<file path="config.mk">
export PLATFORM = sky130hd
export DESIGN_NAME = hbridge_pwm_deadtime
export DESIGN_NICKNAME = d
export VERILOG_FILES = /design/src/rtl/hbridge_pkg.sv /design/src/rtl/hbridge_leg_deadtime.sv /design/src/rtl/hbridge_pwm_deadtime.sv
export SDC_FILE = /design/constraint.sdc
export NUM_CORES = 1
export LEC_CHECK = 0
export CORE_MARGIN = 1.5
export CORE_UTILIZATION = 50
export DETAILED_ROUTE_END_ITERATION = 8
export PLACE_DENSITY = 0.71
export SKIP_LAST_GASP = 1
export SLEW_MARGIN = 25
export SYNTH_ARGS = -nofsm -noshare
export SYNTH_HDL_FRONTEND = slang
export SYNTH_HIERARCHICAL = 1
export SYNTH_SLANG_ARGS = --single-unit
</file>
<file path="constraint.sdc">
create_clock -name clk -period 4.6 [get_ports clk]
set_input_delay 0.92 -clock clk [delete_from_list [all_inputs] [get_ports clk]]
set_output_delay 0.92 -clock clk [all_outputs]
set_load 0.005 [all_outputs]
</file>
<file path="src/rtl/hbridge_pkg.sv">
// rtl/hbridge_pkg.sv - shared types and default widths for the H-bridge PWM block
package hbridge_pkg;

    localparam int CNT_W_DEF = 8;
    localparam int DT_W_DEF  = 4;

    typedef enum logic [1:0] {
        LEG_OFF   = 2'd0,
        LEG_DRIVE = 2'd1,
        LEG_DEAD  = 2'd2
    } leg_state_t;

endpackage

</file>
<file path="src/rtl/hbridge_leg_deadtime.sv">
// rtl/hbridge_leg_deadtime.sv - one half-bridge leg FSM with dead-time float insertion
module hbridge_leg_deadtime
    import hbridge_pkg::*;
#(
    parameter int DT_W = DT_W_DEF
) (
    input  logic            clk,
    input  logic            rst_n,
    input  logic            enable,
    input  logic            target,
    input  logic [DT_W-1:0] dead_time,
    output logic            leg_in,
    output logic            leg_en_n
);

    leg_state_t      state;
    logic [DT_W-1:0] dt_cnt;

    always_ff @(posedge clk) begin
        if (!rst_n) begin
            state    <= LEG_OFF;
            leg_in   <= 1'b0;
            leg_en_n <= 1'b1;
            dt_cnt   <= '0;
        end else if (!enable) begin
            // Floating is always safe, so any pending dead time is simply dropped.
            state    <= LEG_OFF;
            leg_in   <= 1'b0;
            leg_en_n <= 1'b1;
        end else begin
            case (state)
                LEG_OFF: begin
                    state    <= LEG_DRIVE;
                    leg_in   <= target;
                    leg_en_n <= 1'b0;
                end
                LEG_DRIVE: begin
                    if (target != leg_in) begin
                        if (dead_time != '0) begin
                            state    <= LEG_DEAD;
                            leg_en_n <= 1'b1;
                            dt_cnt   <= dead_time;
                        end else begin
                            leg_in <= target;
                        end
                    end
                end
                LEG_DEAD: begin
                    // Target is resampled on exit; it may have reverted to the old level.
                    if (dt_cnt <= DT_W'(1)) begin
                        state    <= LEG_DRIVE;
                        leg_in   <= target;
                        leg_en_n <= 1'b0;
                    end else begin
                        dt_cnt <= dt_cnt - DT_W'(1);
                    end
                end
                default: begin
                    state    <= LEG_OFF;
                    leg_in   <= 1'b0;
                    leg_en_n <= 1'b1;
                end
            endcase
        end
    end

endmodule

</file>
<file path="src/rtl/hbridge_pwm_deadtime.sv">
// rtl/hbridge_pwm_deadtime.sv - H-bridge PWM: shadowed settings, period counter, leg targets
module hbridge_pwm_deadtime
    import hbridge_pkg::*;
#(
    parameter int CNT_W = CNT_W_DEF,
    parameter int DT_W  = DT_W_DEF
) (
    input  logic             clk,
    input  logic             rst_n,
    input  logic             enable,
    input  logic             brake,
    input  logic             update,
    input  logic [CNT_W-1:0] period,
    input  logic [CNT_W-1:0] duty,
    input  logic             dir,
    input  logic [DT_W-1:0]  dead_time,
    output logic             in_a,
    output logic             en_n_a,
    output logic             in_b,
    output logic             en_n_b,
    output logic             cycle_start,
    output logic             pending
);

    logic [CNT_W-1:0] pend_period, pend_duty, act_period, act_duty, cnt;
    logic [DT_W-1:0]  pend_dt, act_dt;
    logic             pend_dir, act_dir;
    logic             wrap, apply, sw_high, tgt_a, tgt_b;

    // A zero period parks the counter at 0; treating that as a wrap every
    // cycle lets a new non-zero setting still be applied while running.
    assign wrap  = (act_period == '0) || (cnt >= act_period - CNT_W'(1));
    assign apply = pending && (!enable || wrap);

    always_ff @(posedge clk) begin
        if (!rst_n) begin
            pend_period <= '0;
            pend_duty   <= '0;
            pend_dt     <= '0;
            pend_dir    <= 1'b0;
            act_period  <= '0;
            act_duty    <= '0;
            act_dt      <= '0;
            act_dir     <= 1'b0;
            pending     <= 1'b0;
            cnt         <= '0;
        end else begin
            if (apply) begin
                act_period <= pend_period;
                act_duty   <= pend_duty;
                act_dt     <= pend_dt;
                act_dir    <= pend_dir;
            end
            if (update) begin
                pend_period <= period;
                pend_duty   <= duty;
                pend_dt     <= dead_time;
                pend_dir    <= dir;
                pending     <= 1'b1;
            end else if (apply) begin
                pending <= 1'b0;
            end
            cnt <= (!enable || wrap) ? '0 : cnt + CNT_W'(1);
        end
    end

    assign cycle_start = enable && (cnt == '0);

    assign sw_high = (act_period != '0) && (cnt < act_duty);
    assign tgt_a   = !brake && !act_dir && sw_high;
    assign tgt_b   = !brake &&  act_dir && sw_high;

    hbridge_leg_deadtime #(.DT_W(DT_W)) u_leg_a (
        .clk       (clk),
        .rst_n     (rst_n),
        .enable    (enable),
        .target    (tgt_a),
        .dead_time (act_dt),
        .leg_in    (in_a),
        .leg_en_n  (en_n_a)
    );

    hbridge_leg_deadtime #(.DT_W(DT_W)) u_leg_b (
        .clk       (clk),
        .rst_n     (rst_n),
        .enable    (enable),
        .target    (tgt_b),
        .dead_time (act_dt),
        .leg_in    (in_b),
        .leg_en_n  (en_n_b)
    );

endmodule

</file>
==> reports/results.ini <==
[status]
run_status=completed

[worst_setup_path]
crit_arrival_ps=2420
critPathLaunchType=input pin
critical_path_class=input pin to output port
required_ps=3680
critPathMaxFanout=8
endpoint_kind=output port

[yosys]
syn_area_um2=3530
synth_top_cell_by_area=dfxtp_1
syn_inst=388
ys_ff_latch=67
syn_nets=437
synth_compound_area_share_pct=11.3
synth_cell_type_count=47
synth_top_family_by_area=simple AND/OR/NAND/NOR gates
ys_top_cells_by_area=dfxtp_1, mux2i_1, ha_1, nand2_1, nor2b_1
seq_area_frac_synth_pct=38.0
ys.flop_type=dfxtp_1
synthArstFlopShare_pct=0
yosys.area_share.simple_pct=21.5
synth-edff-count=0
muxShareOfSynthArea_pct=12.5
synthXorXnorAreaFrac_pct=3.47
synth_top_cell_area_share_pct=38.0
synth_area_per_cell_um2=9.11
synth_warnings=6
synthAdderAreaFrac_pct=8.14

[power_and_ir_drop]
p_leak_nw=1.70
power.density_nw_per_um2=303
finalPower_w=0.00123
ir_drop_v=0.000169

[global_routing]
grt_pass1_vias=2588
grt_pass1_wl_um=11500
overflow=0
grt_use_total_pct=19.5
grt_max_degree=72
antenna_found_initial=0

[route]
drtIter0Drc=85
detail-route-antenna-nets=0
drtPass1Iterations=4
post_drt_via_cell_ratio=5.15
num_vias=2660
routedWlPerCell_um=12.8
drcViolationCount=0
wl_um=6620

[finish]
area_delta_synth_final_pct=15.2
final_layout_size_suffix_gt1_share_pct=8.31
nNetsFinal=465
antennaDiodeCount=0
utilization_pct=59.6

[place]
port-buffer-count=31
dp.final_hpwl_um=4750
routabilityCongestion=0.804

[clocking]
ctsHoldBuffers=0
cts_buffers=9
clock_latency_ps=340
cts_root_buf=clkbuf_8
cts_resized=0
cts_max_path_buffers=2
cts_max_level=3
clkTransAtPathRegs_ps=70
cts_tree=built
clkSinkCount=67
cts_setup_buffers=0

[sta]
worst_slew_pin_slew_ps=600
setup_viol=0
fmax_mhz=300
finalHoldViolCount=0
fin_crit_ps=3340
finClkSkew_ps=9.97
rsz0062_at_grt=false
holdWs_ps=458
tns_ps=0
fin_crit_sh_pct=72.5
relSlewSlack_pct=60.0
slew_viol_final=0

[floorplanning]
die-area_um2=7580
die_h_um=87.1
die_x_um=87.1
pin_count=32
start_util_pct=51.7
core-area_um2=6830
rows=30

[worst_hold_path]
hold_path.class=register to register

[flow_run]
maxCapViolations=0

## path summary, 6_finish.rpt
kind                      start     endpoint  slack (ps)  cells after the start
setup / recovery         enable  cycle_start        1260                      4
hold / removal      act_duty[0]  act_duty[0]         460                      2
setup reg to reg  act_period[2]    act_dt[2]        1920                      8
hold reg to reg     act_duty[0]  act_duty[0]         460                      2
## final cells by class
class,instances,area (µm²)
Tap cell,96,120
Fill cell,657,2760
Clock buffer,10,128
Inverter,23,86.3
Sequential cell,67,1340
Clock inverter,6,65.1
Timing Repair Buffer,33,320
Multi-Input combinational cell,282,2010
## worst max-delay path, cell delays in order
cell	delay, ps
clkdlybuf4s50_1	630
nand2_1	90
nor4_1	240
clkdlybuf4s50_1	540
## kinds of logic (layout without fill, tap and decap cells)
kind of cell / count (synthesis) / count (layout)
compound gates: 50 / 50
xor+xnor: 14 / 14
fa+ha+maj: 23 / 23
buf+inv: 39 / 72
flops: 67 / 67
mux: 44 / 44
simple gates: 151 / 151
## state kept, by name (all words and copies together) (netlist names), 4 cells and up
signal and flops:
pend_dt 4, u_leg_b/dt_cnt 4, act_dt 4, u_leg_a/dt_cnt 4, pend_duty 8, cnt 8
act_period 8, act_duty 8, pend_period 8
## power breakdown
| part | switching (W) | internal, W | total, W |
|---|---|---|---|
| registers | 0.0000154 | 0.000600 | 0.000615 |
| clock network | 0.000230 | 0.000251 | 0.000482 |
| logic | 0.0000658 | 0.0000722 | 0.000138 |
## synthesized netlist by cell type, types with 3 or more instances
cell / n
xor2_1: 6
o211ai_1: 4
nand3_1: 8
dfxtp_1: 67
a22o_1: 3
o21ai_0: 13
nor2b_1: 25
xnor2_1: 8
nor3_1: 4
a21boi_0: 3
nand2b_1: 6
mux2i_1: 44
nand2_1: 58
ha_1: 23
a21oi_1: 6
nor2_1: 29
inv_1: 23
clkbuf_1: 10
## layout by cell type (no fill, tap or decap), types with 3 or more instances in the layout
cell / Yosys / routed
nand2b_1: 6 / 6
nor2_1: 29 / 29
clkdlybuf4s50_1: 0 / 30
a22o_1: 3 / 3
xnor2_1: 8 / 8
nand2_1: 58 / 58
xor2_1: 6 / 6
clkbuf_8: 0 / 9
a21boi_0: 3 / 3
o211ai_1: 4 / 4
dfxtp_1: 67 / 67
a21oi_1: 6 / 6
inv_1: 23 / 23
ha_1: 23 / 23
o21ai_0: 13 / 13
nor2b_1: 25 / 25
mux2i_1: 44 / 44
nor3_1: 4 / 4
nand3_1: 8 / 8
## per-layer routing
metal  wire length, µm  global-route usage [%]
met1              3430                    26.8
met2              2920                    29.1
met4                45                    7.92
met3               230                    5.02
met5                 0                       0
## per-stage QoR
| stage | cells | setup WS (ps) | instance area (µm²) |
|---|---|---|---|
| floorplan | 388 | 2210 | 3530 |
| global placement | 501 | 1300 | 3880 |
| detailed placement | 501 | 1280 | 3880 |
| CTS | 517 | 1280 | 4070 |
| global route | 517 | 1170 | 4070 |
| finish | 517 | 1260 | 4070 |
Note: power is estimated with default switching activity, not from simulation.
